`src/rtl/mastermind_solver.sv`:
```
// mastermind_solver
//   Codebreaker for 4-digit, 8-symbol Mastermind. Offers the lowest-numbered
//   code consistent with every recorded guess/feedback pair and stops on a
//   4-red reply, on illegal or contradictory feedback, or when the guess
//   budget runs out.
// Ports:
//   clk, reset      clock and synchronous active-high reset
//   start           one-cycle pulse; new game from any state (beats fb_valid)
//   guess_valid     guess presented, awaiting feedback
//   guess[11:0]     offered code, digit n at bits [3n-1:3n-3]
//   fb_valid        feedback strobe for the outstanding guess
//   fb_red/fb_white feedback counts (0..4)
//   busy            searching for the next consistent candidate
//   solved / fail   terminal status, held until start or reset
//   guess_count     feedbacks accepted in this game
module mastermind_solver #(
  parameter int MAX_GUESSES = 10
) (
  input  logic        clk,
  input  logic        reset,
  input  logic        start,
  output logic        guess_valid,
  output logic [11:0] guess,
  input  logic        fb_valid,
  input  logic [2:0]  fb_red,
  input  logic [2:0]  fb_white,
  output logic        busy,
  output logic        solved,
  output logic        fail,
  output logic [3:0]  guess_count
);

  localparam int HW = (MAX_GUESSES > 2) ? $clog2(MAX_GUESSES) : 1;

  localparam logic [2:0] S_IDLE   = 3'd0;
  localparam logic [2:0] S_SEARCH = 3'd1;
  localparam logic [2:0] S_OFFER  = 3'd2;
  localparam logic [2:0] S_SOLVED = 3'd3;
  localparam logic [2:0] S_FAIL   = 3'd4;

  logic [2:0]    state;
  logic [11:0]   cand;
  logic [11:0]   guess_r;
  logic [HW-1:0] idx;
  logic [HW-1:0] hist_count;
  // One bit wider than the port so the budget compare works at MAX_GUESSES=16
  logic [4:0]    gcnt;

  logic [11:0] hist_g [MAX_GUESSES];
  logic [2:0]  hist_r [MAX_GUESSES];
  logic [2:0]  hist_w [MAX_GUESSES];

  // Score of the current candidate against history[idx]
  logic [11:0] hg;
  logic [2:0]  ca [8];
  logic [2:0]  cb [8];
  logic [2:0]  sc_red;
  logic [2:0]  common;
  logic [2:0]  sc_white;

  always_comb begin
    hg     = hist_g[idx];
    sc_red = '0;
    common = '0;
    for (int unsigned s = 0; s < 8; s++) begin
      ca[s] = '0;
      cb[s] = '0;
    end
    for (int unsigned i = 0; i < 4; i++) begin
      if (cand[3*i +: 3] == hg[3*i +: 3]) sc_red = sc_red + 3'd1;
      ca[cand[3*i +: 3]] = ca[cand[3*i +: 3]] + 3'd1;
      cb[hg[3*i +: 3]]   = cb[hg[3*i +: 3]] + 3'd1;
    end
    for (int unsigned s = 0; s < 8; s++)
      common = common + ((ca[s] < cb[s]) ? ca[s] : cb[s]);
    sc_white = common - sc_red;
  end

  logic fb_illegal;
  logic score_match;

  always_comb begin
    fb_illegal = (fb_red > 3'd4) || (fb_white > 3'd4) ||
                 (({1'b0, fb_red} + {1'b0, fb_white}) > 4'd4) ||
                 ((fb_red == 3'd3) && (fb_white == 3'd1));
    score_match = (sc_red == hist_r[idx]) && (sc_white == hist_w[idx]);
  end

  always_ff @(posedge clk) begin
    if (reset) begin
      state      <= S_IDLE;
      cand       <= '0;
      idx        <= '0;
      hist_count <= '0;
      gcnt       <= '0;
      guess_r    <= '0;
    end else if (start) begin
      state      <= S_SEARCH;
      cand       <= '0;
      idx        <= '0;
      hist_count <= '0;
      gcnt       <= '0;
    end else begin
      case (state)
        S_SEARCH: begin
          if (hist_count == '0) begin
            state   <= S_OFFER;
            guess_r <= cand;
          end else if (!score_match) begin
            idx <= '0;
            if (cand == '1) state <= S_FAIL;
            else            cand  <= cand + 12'd1;
          end else if (idx == hist_count - HW'(1)) begin
            state   <= S_OFFER;
            guess_r <= cand;
          end else begin
            idx <= idx + 1'b1;
          end
        end
        S_OFFER: begin
          if (fb_valid) begin
            gcnt <= gcnt + 5'd1;
            if (fb_illegal)                          state <= S_FAIL;
            else if (fb_red == 3'd4)                 state <= S_SOLVED;
            else if (gcnt + 5'd1 == 5'(MAX_GUESSES)) state <= S_FAIL;
            // The last code was just offered; nothing above it remains
            else if (cand == '1)                     state <= S_FAIL;
            else begin
              hist_g[hist_count] <= cand;
              hist_r[hist_count] <= fb_red;
              hist_w[hist_count] <= fb_white;
              hist_count         <= hist_count + 1'b1;
              cand               <= cand + 12'd1;
              idx                <= '0;
              state              <= S_SEARCH;
            end
          end
        end
        default: ;
      endcase
    end
  end

  assign guess       = guess_r;
  assign guess_valid = (state == S_OFFER);
  assign busy        = (state == S_SEARCH);
  assign solved      = (state == S_SOLVED);
  assign fail        = (state == S_FAIL);
  assign guess_count = gcnt[3:0];

endmodule

```
`config.mk`:
```
export PLATFORM = sky130hd
export DESIGN_NAME = mastermind_solver
export DESIGN_NICKNAME = d
export VERILOG_FILES = /design/src/rtl/mastermind_solver.sv
export SDC_FILE = /design/constraint.sdc
export NUM_CORES = 1
export LEC_CHECK = 0
export BUFFER_PORTS_ARGS = -buffer_cell sky130_fd_sc_hd__buf_2
export CORE_MARGIN = 4
export CORE_UTILIZATION = 50
export DETAILED_ROUTE_END_ITERATION = 8
export HOLD_SLACK_MARGIN = 0.03
export PLACE_DENSITY = 0.66
export SETUP_SLACK_MARGIN = 0.3
export SLEW_MARGIN = 15
export SYNTH_ARGS = -nofsm -noshare
export SYNTH_HDL_FRONTEND = slang
export SYNTH_SLANG_ARGS = --single-unit
```
`constraint.sdc`:
```
create_clock -name clk -period 19.1 [get_ports clk]
set_clock_uncertainty 0.15 [all_clocks]
set_input_delay 1.91 -clock clk [delete_from_list [all_inputs] [get_ports clk]]
set_output_delay 1.91 -clock clk [all_outputs]
set_load 0.05 [all_outputs]
```
-- Word level (Yosys, flattened, before mapping)
Memory sizes are Yosys's and may differ from the RTL's. A register that Yosys moved wholly into a read port is not among the register bits.
Index checks and enable logic that the tools add are counted.
Widths: inputs -> output; s select.
- bits in registers: 40
- output and inout port bits: 20
- memory bits (writable): 180
- bits in read-only memories: 48
- word-level logic and storage cells: 236
- memories: 5
- memory list (memory ; words ; width ; rd ports ; clocked after memory_dff ; wr ports ; line ; text):
    hist_g ; 10 ; 12 ; 1 ; 1 ; 1 ; 49 ; logic [11:0] hist_g [MAX_GUESSES];
    hist_r ; 10 ; 3 ; 1 ; 1 ; 1 ; 50 ; logic [2:0] hist_r [MAX_GUESSES];
    hist_w ; 10 ; 3 ; 1 ; 1 ; 1 ; 51 ; logic [2:0] hist_w [MAX_GUESSES];
    (no name shown) ; 8 ; 3 ; 1 ; 0 ; 0 ; 72 ; cb[hg[3*i +: 3]] = cb[hg[3*i +: 3]] + 3'd1;
    (no name shown) ; 8 ; 3 ; 1 ; 0 ; 0 ; 71 ; ca[cand[3*i +: 3]] = ca[cand[3*i +: 3]] + 3'd1;
- bitwise logic cells: 15
- magnitude comparators: 27
- add/subtract/negate cells: 25
- eq/ne operators: 29
- reduce and logical (&&, ||, !) cells: 26
- muxes and demuxes: 102
- operator list (operator ; number):
    $bwmux 24 ; 6
    $mux 3 ; 44
    $mux 12 ; 10
    $demux 3 s3 ; 8
    $mux 4 ; 14
    $bmux 3 s3 ; 6
    $and 24x24->24 ; 2
    $add 3x1->3 const B ; 11
    $ge 4x4->1 const B ; 8
    $lt 4x1->1 const B ; 8
    $not 3->4 ; 8
    $lt 3x3->1 ; 8
    $pmux 12 s2 ; 1
    $add 3x3->3 ; 7
    $eq 3x3->1 ; 6
    $add 12x1->12 const B ; 1
    $eq 12x12->1 const B ; 1
    $ne 2x2->1 const B ; 6
    $reduce_and 4->1 ; 3
    $mux 1 ; 11
    $logic_and 1x1->1 ; 10
    $eq 3x2->1 const B ; 3
    $add 4x1->4 const B ; 2
    $pmux 4 s2 ; 1
    28 further kinds ; 39

-- Logic depth before layout (Yosys ltp)
- word-level depth: 38
- gate-level depth with buffers: 48
- mapped depth without buffers: 40

-- Worst setup path after synthesis
Ideal clock, no wire load.
- kind: flip-flop to flip-flop
- start: register (tool-made name)
- end: register cand[10]
- data required time: 18.880 ns
- clock period less this slack: 10.338 ns
- stages on the path, launching flop included: 45
- setup time: 0.070 ns
- path buffers: 6
- arrival time: 10.118 ns
- path slack: 8.762 ns
- path through: dfxtp_1 > buf_4 > buf_6 > buf_6 > buf_4 > nand2b_1 > o22ai_1 > o31ai_1 > clkbuf_1 > nor3b_1 > xnor2_1 > inv_1 > a221o_1 > o21bai_1 > ha_1 > mux2_2 > mux4_2 > nor2_1 > [9 not listed] > mux2_1 > fa_1 > inv_1 > fa_1 > inv_1 > fa_1 > ha_1 > xor2_1 > xnor2_1 > xnor2_1 > xnor2_1 > xnor2_1 > and3b_1 > mux2i_1 > a211oi_1 > buf_2 > or4_1 > a21oi_1
- RTL lines (element ; line ; text):
    end signal, assigned ; 112 ; else cand <= cand + 12'd1;
    end signal, assigned ; 133 ; cand <= cand + 12'd1;
    end, declared ; 42 ; logic [11:0] cand;

==> key figures <==
Run status
  – Status: completed

Power and ir drop
  – Max rail drop VDD: 0.00007290 V
  – Cell leakage power: 5.362 nW
  – Seq pwr share: 52.9%
  – Clk pwr share: 44.7%
  – Internal: 0.0007883 W
  – Pwr Total: 0.0009884 W
  – Switch Pwr: 0.0002001 W
  – Sw Ratio: 20.24%
  – Power per cell area: 65.61 nW/um2
  – Combinational share of power: 2.4%

Timing
  – Fin crit share: 62.83%
  – Fin. Hold Viols: 0
  – Tmin final: 12.00 ns
  – Final Max Slew Viols: 0
  – RSZ-0062 raised after global routing: no
  – Worst relative slew slack: 23.69%
  – Worst Max-Slew Pin Slew: 1.136 ns
  – FMAX: 83.33 MHz
  – Post-Route Setup TNS: 0 ns
  – Setup violations, final: 0
  – Fin Hold WS: 0.3099 ns

Layout
  – Most frequent cells in the layout: edfxtp_1, nor2_1, nand2_1
  – ANT cells: 0
  – Fin nets: 1,364
  – Post-route cell area: 15,060 um2
  – Multi-input logic area: 7052 um2
  – Fraction of layout cells with a size suffix above 1: 12.23%
  – Final std cells w/o fill: 1,688
  – Reg area: 6291 um2
  – Most common cell after layout, fill and taps aside: edfxtp_1
  – Area grow syn2layout: 8.831%
  – Fill count: 2,270

Die
  – Area of the die: 30,410 um2
  – Horiz. Die Dim: 174.4 um
  – Total core area: 27,100 um2
  – Initial Util: 51.08%
  – Die Y: 174.4 um
  – # IOs: 30
  – Cell Rows: 60

Global routing
  – Grt total ovfl: 0
  – Met1 GRT Util: 30.81%
  – GRT met3 Usage: 2.653%
  – Vias in the first global route: 9,676
  – Initial antenna violation count: 0
  – Grt met2 use: 35.38%
  – First-pass GRT wire length: 53.59 mm
  – Largest net degree at the start of global routing: 48
  – GR Util All Layers: 21.64%
  – Most crowded layer after global routing: met2

Logic synthesis
  – Number of distinct library cells after synthesis: 82
  – Post-synthesis compound-gate area fraction: 13.45%
  – Largest family of logic cells by synthesized area: simple AND/OR/NAND/NOR gates
  – Syn avg cell area: 10.63 um2
  – EDFF count, synth: 180
  – Net Count, Synth: 1,367
  – Adder-cell share of the synthesized area: 5.514%
  – Simple-gate share of the synthesized area: 14.89%
  – XOR/XNOR Fraction of Synth Area: 6.933%
  – Top FF cell, synth: edfxtp_1
  – Post-synth design cell area: 13,840 um2
  – Synth Instances: 1,302
  – Asr flop ratio synth: 0%
  – Register area share after synthesis: 45.41%
  – Yosys warns: 0
  – Mux contribution to synthesized area: 9.916%
  – Flops & latches, synth: 224

Routing
  – Via/cell ratio: 5.910
  – Routed Antenna Nets: 0
  – # DRC: 0
  – Routed vias: 9,976
  – DR iter-0 viols: 762
  – Total wire length: 33.55 mm
  – Wire per inst: 19.87 um
  – DR pass1 iterations: 7

Clocking
  – TritonCTS Buffers: 23
  – Post-CTS resize count: 0
  – # H-tree levels: 1
  – CTS tree: done
  – Max Root-Sink Buffers: 3
  – Post-CTS Setup Bufs: 0
  – CTS Root Cell: clkbuf_16
  – Clock tree sinks: 224
  – Reg clk slew, reported paths: 0.06 ns
  – Post-CTS Hold Fix Bufs: 0
  – Worst-skew pair later-pin latency: 0.53 ns

Setup path
  – Setup CP Type: reg2reg
  – CP required: 19.39 ns
  – CP max FO: 47
  – Slowest CP cell: o31ai_2
  – Critical Path End Type: flip-flop
  – Slowest Stage Delay on Critical Path: 0.77 ns
  – Buffers plus inverters on the worst setup path: 3
  – Worst path arrival time: 12.29 ns
  – Crit path launch type: flip-flop
  – Family with the most delay on the worst path: compound AO/OA/AOI/OAI gates

Place
  – Placed cell areas: 14,280 um2
  – # placed instances: 1,645
  – Placer Congestion: 0.8921
  – Port Buffers: 29
  – Post-DP HPWL: 23.02 mm

Job
  – Max_cap viols: 0

Worst hold path
  – Hold WC Path Type: reg2reg
cell families (layout without fill, tap and decap cells):
| family | after synthesis | count (layout) |
|---|---|---|
| flip-flops | 224 | 224 |
| multiplexers | 113 | 113 |
| adder cells (fa/ha/maj) | 55 | 55 |
| AO/OA/AOI/OAI | 279 | 279 |
| AND/OR/NAND/NOR | 402 | 402 |
| XOR/XNOR | 103 | 103 |
| buffers and inverters | 126 | 140 |
per-layer routing:
| layer | wire length [um] | share of wire [%] | up-vias |
|---|---|---|---|
| li1 | - | - | 4842 |
| met1 | 15380 | 46 | 4828 |
| met2 | 15800 | 47 | 256 |
| met3 | 1561 | 4.7 | 50 |
| met4 | 808 | 2.4 | 0 |
| met5 | 0 | 0 | - |
power groups by stage:
stage               registers, W  clock network, W   logic, W
CTS                     0.000523          0.000449  0.0000237
detailed placement      0.000533                 0  0.0000236
global route            0.000522          0.000471  0.0000263
global placement        0.000533                 0  0.0000233
floorplan               0.000533                 0  0.0000158
finish                  0.000523          0.000442  0.0000239
Yosys cell counts, types with 12 or more instances:
cell type	count	area share [%]
ha_1	45	4.1
edfxtp_1	180	39
clkbuf_1	53	1.4
nand2b_1	21	0.95
a22o_1	13	0.82
nand2_1	79	2.1
o21ai_1	14	0.51
nor2b_1	14	0.63
mux2_2	32	2.6
xnor2_1	61	3.9
o31ai_1	21	1.1
nor4_1	12	0.54
or3_1	14	0.63
xor2_1	38	2.4
inv_1	42	1.1
a31oi_1	13	0.59
mux2i_1	64	4.6
nand3b_1	12	0.65
dfxtp_1	44	6.4
o21ai_0	50	1.8
nor3b_1	13	0.71
a21oi_1	70	2.5
nor3_1	32	1.2
nand3_1	43	1.6
mux4_2	16	2.6
nor2_1	97	2.6
and2_1	21	0.95
area by class of cell:
cell class	instances	share of cell area (%)
Clock inverter	11	0.8306
Tap cell	372	3.090
Inverter	44	1.096
Clock buffer	31	4.153
Sequential cell	224	41.76
Multi-Input combinational cell	952	46.81
Timing Repair Buffer	54	2.259
metrics by stage:
stage	utilization, %	worst slack, ns
2_1_floorplan	-	8.762
3_3_place_gp	52.68	7.324
3_5_place_dp	52.68	7.043
4_1_cts	55.45	6.993
5_1_grt	55.59	6.245
6_report	55.59	7.100
worst min-delay path: stages, from the launching register on:
cell and delay, ns:
dfxtp_1 0.31, nand3_1 0.06, a21oi_1 0.05
path summary, 6_finish.rpt:
kind	startpoint	slack (ns)	endpoint	cells past startpoint
max	flip-flop	7.10	cand[6]	40
min reg2reg	guess[6]	0.31	guess[6]	2
min	guess[6]	0.31	guess[6]	2
max reg2reg	flip-flop	7.10	cand[6]	40
sequential cells by signal, indices dropped and copies added, names as in the netlist, named ones only:
name,count
gcnt,5
guess,12
hist_w,30
state,3
hist_r,30
hist_g,120
idx,4
hist_count,4
cand,12
No activity file was read; power rests on OpenSTA's default activity.
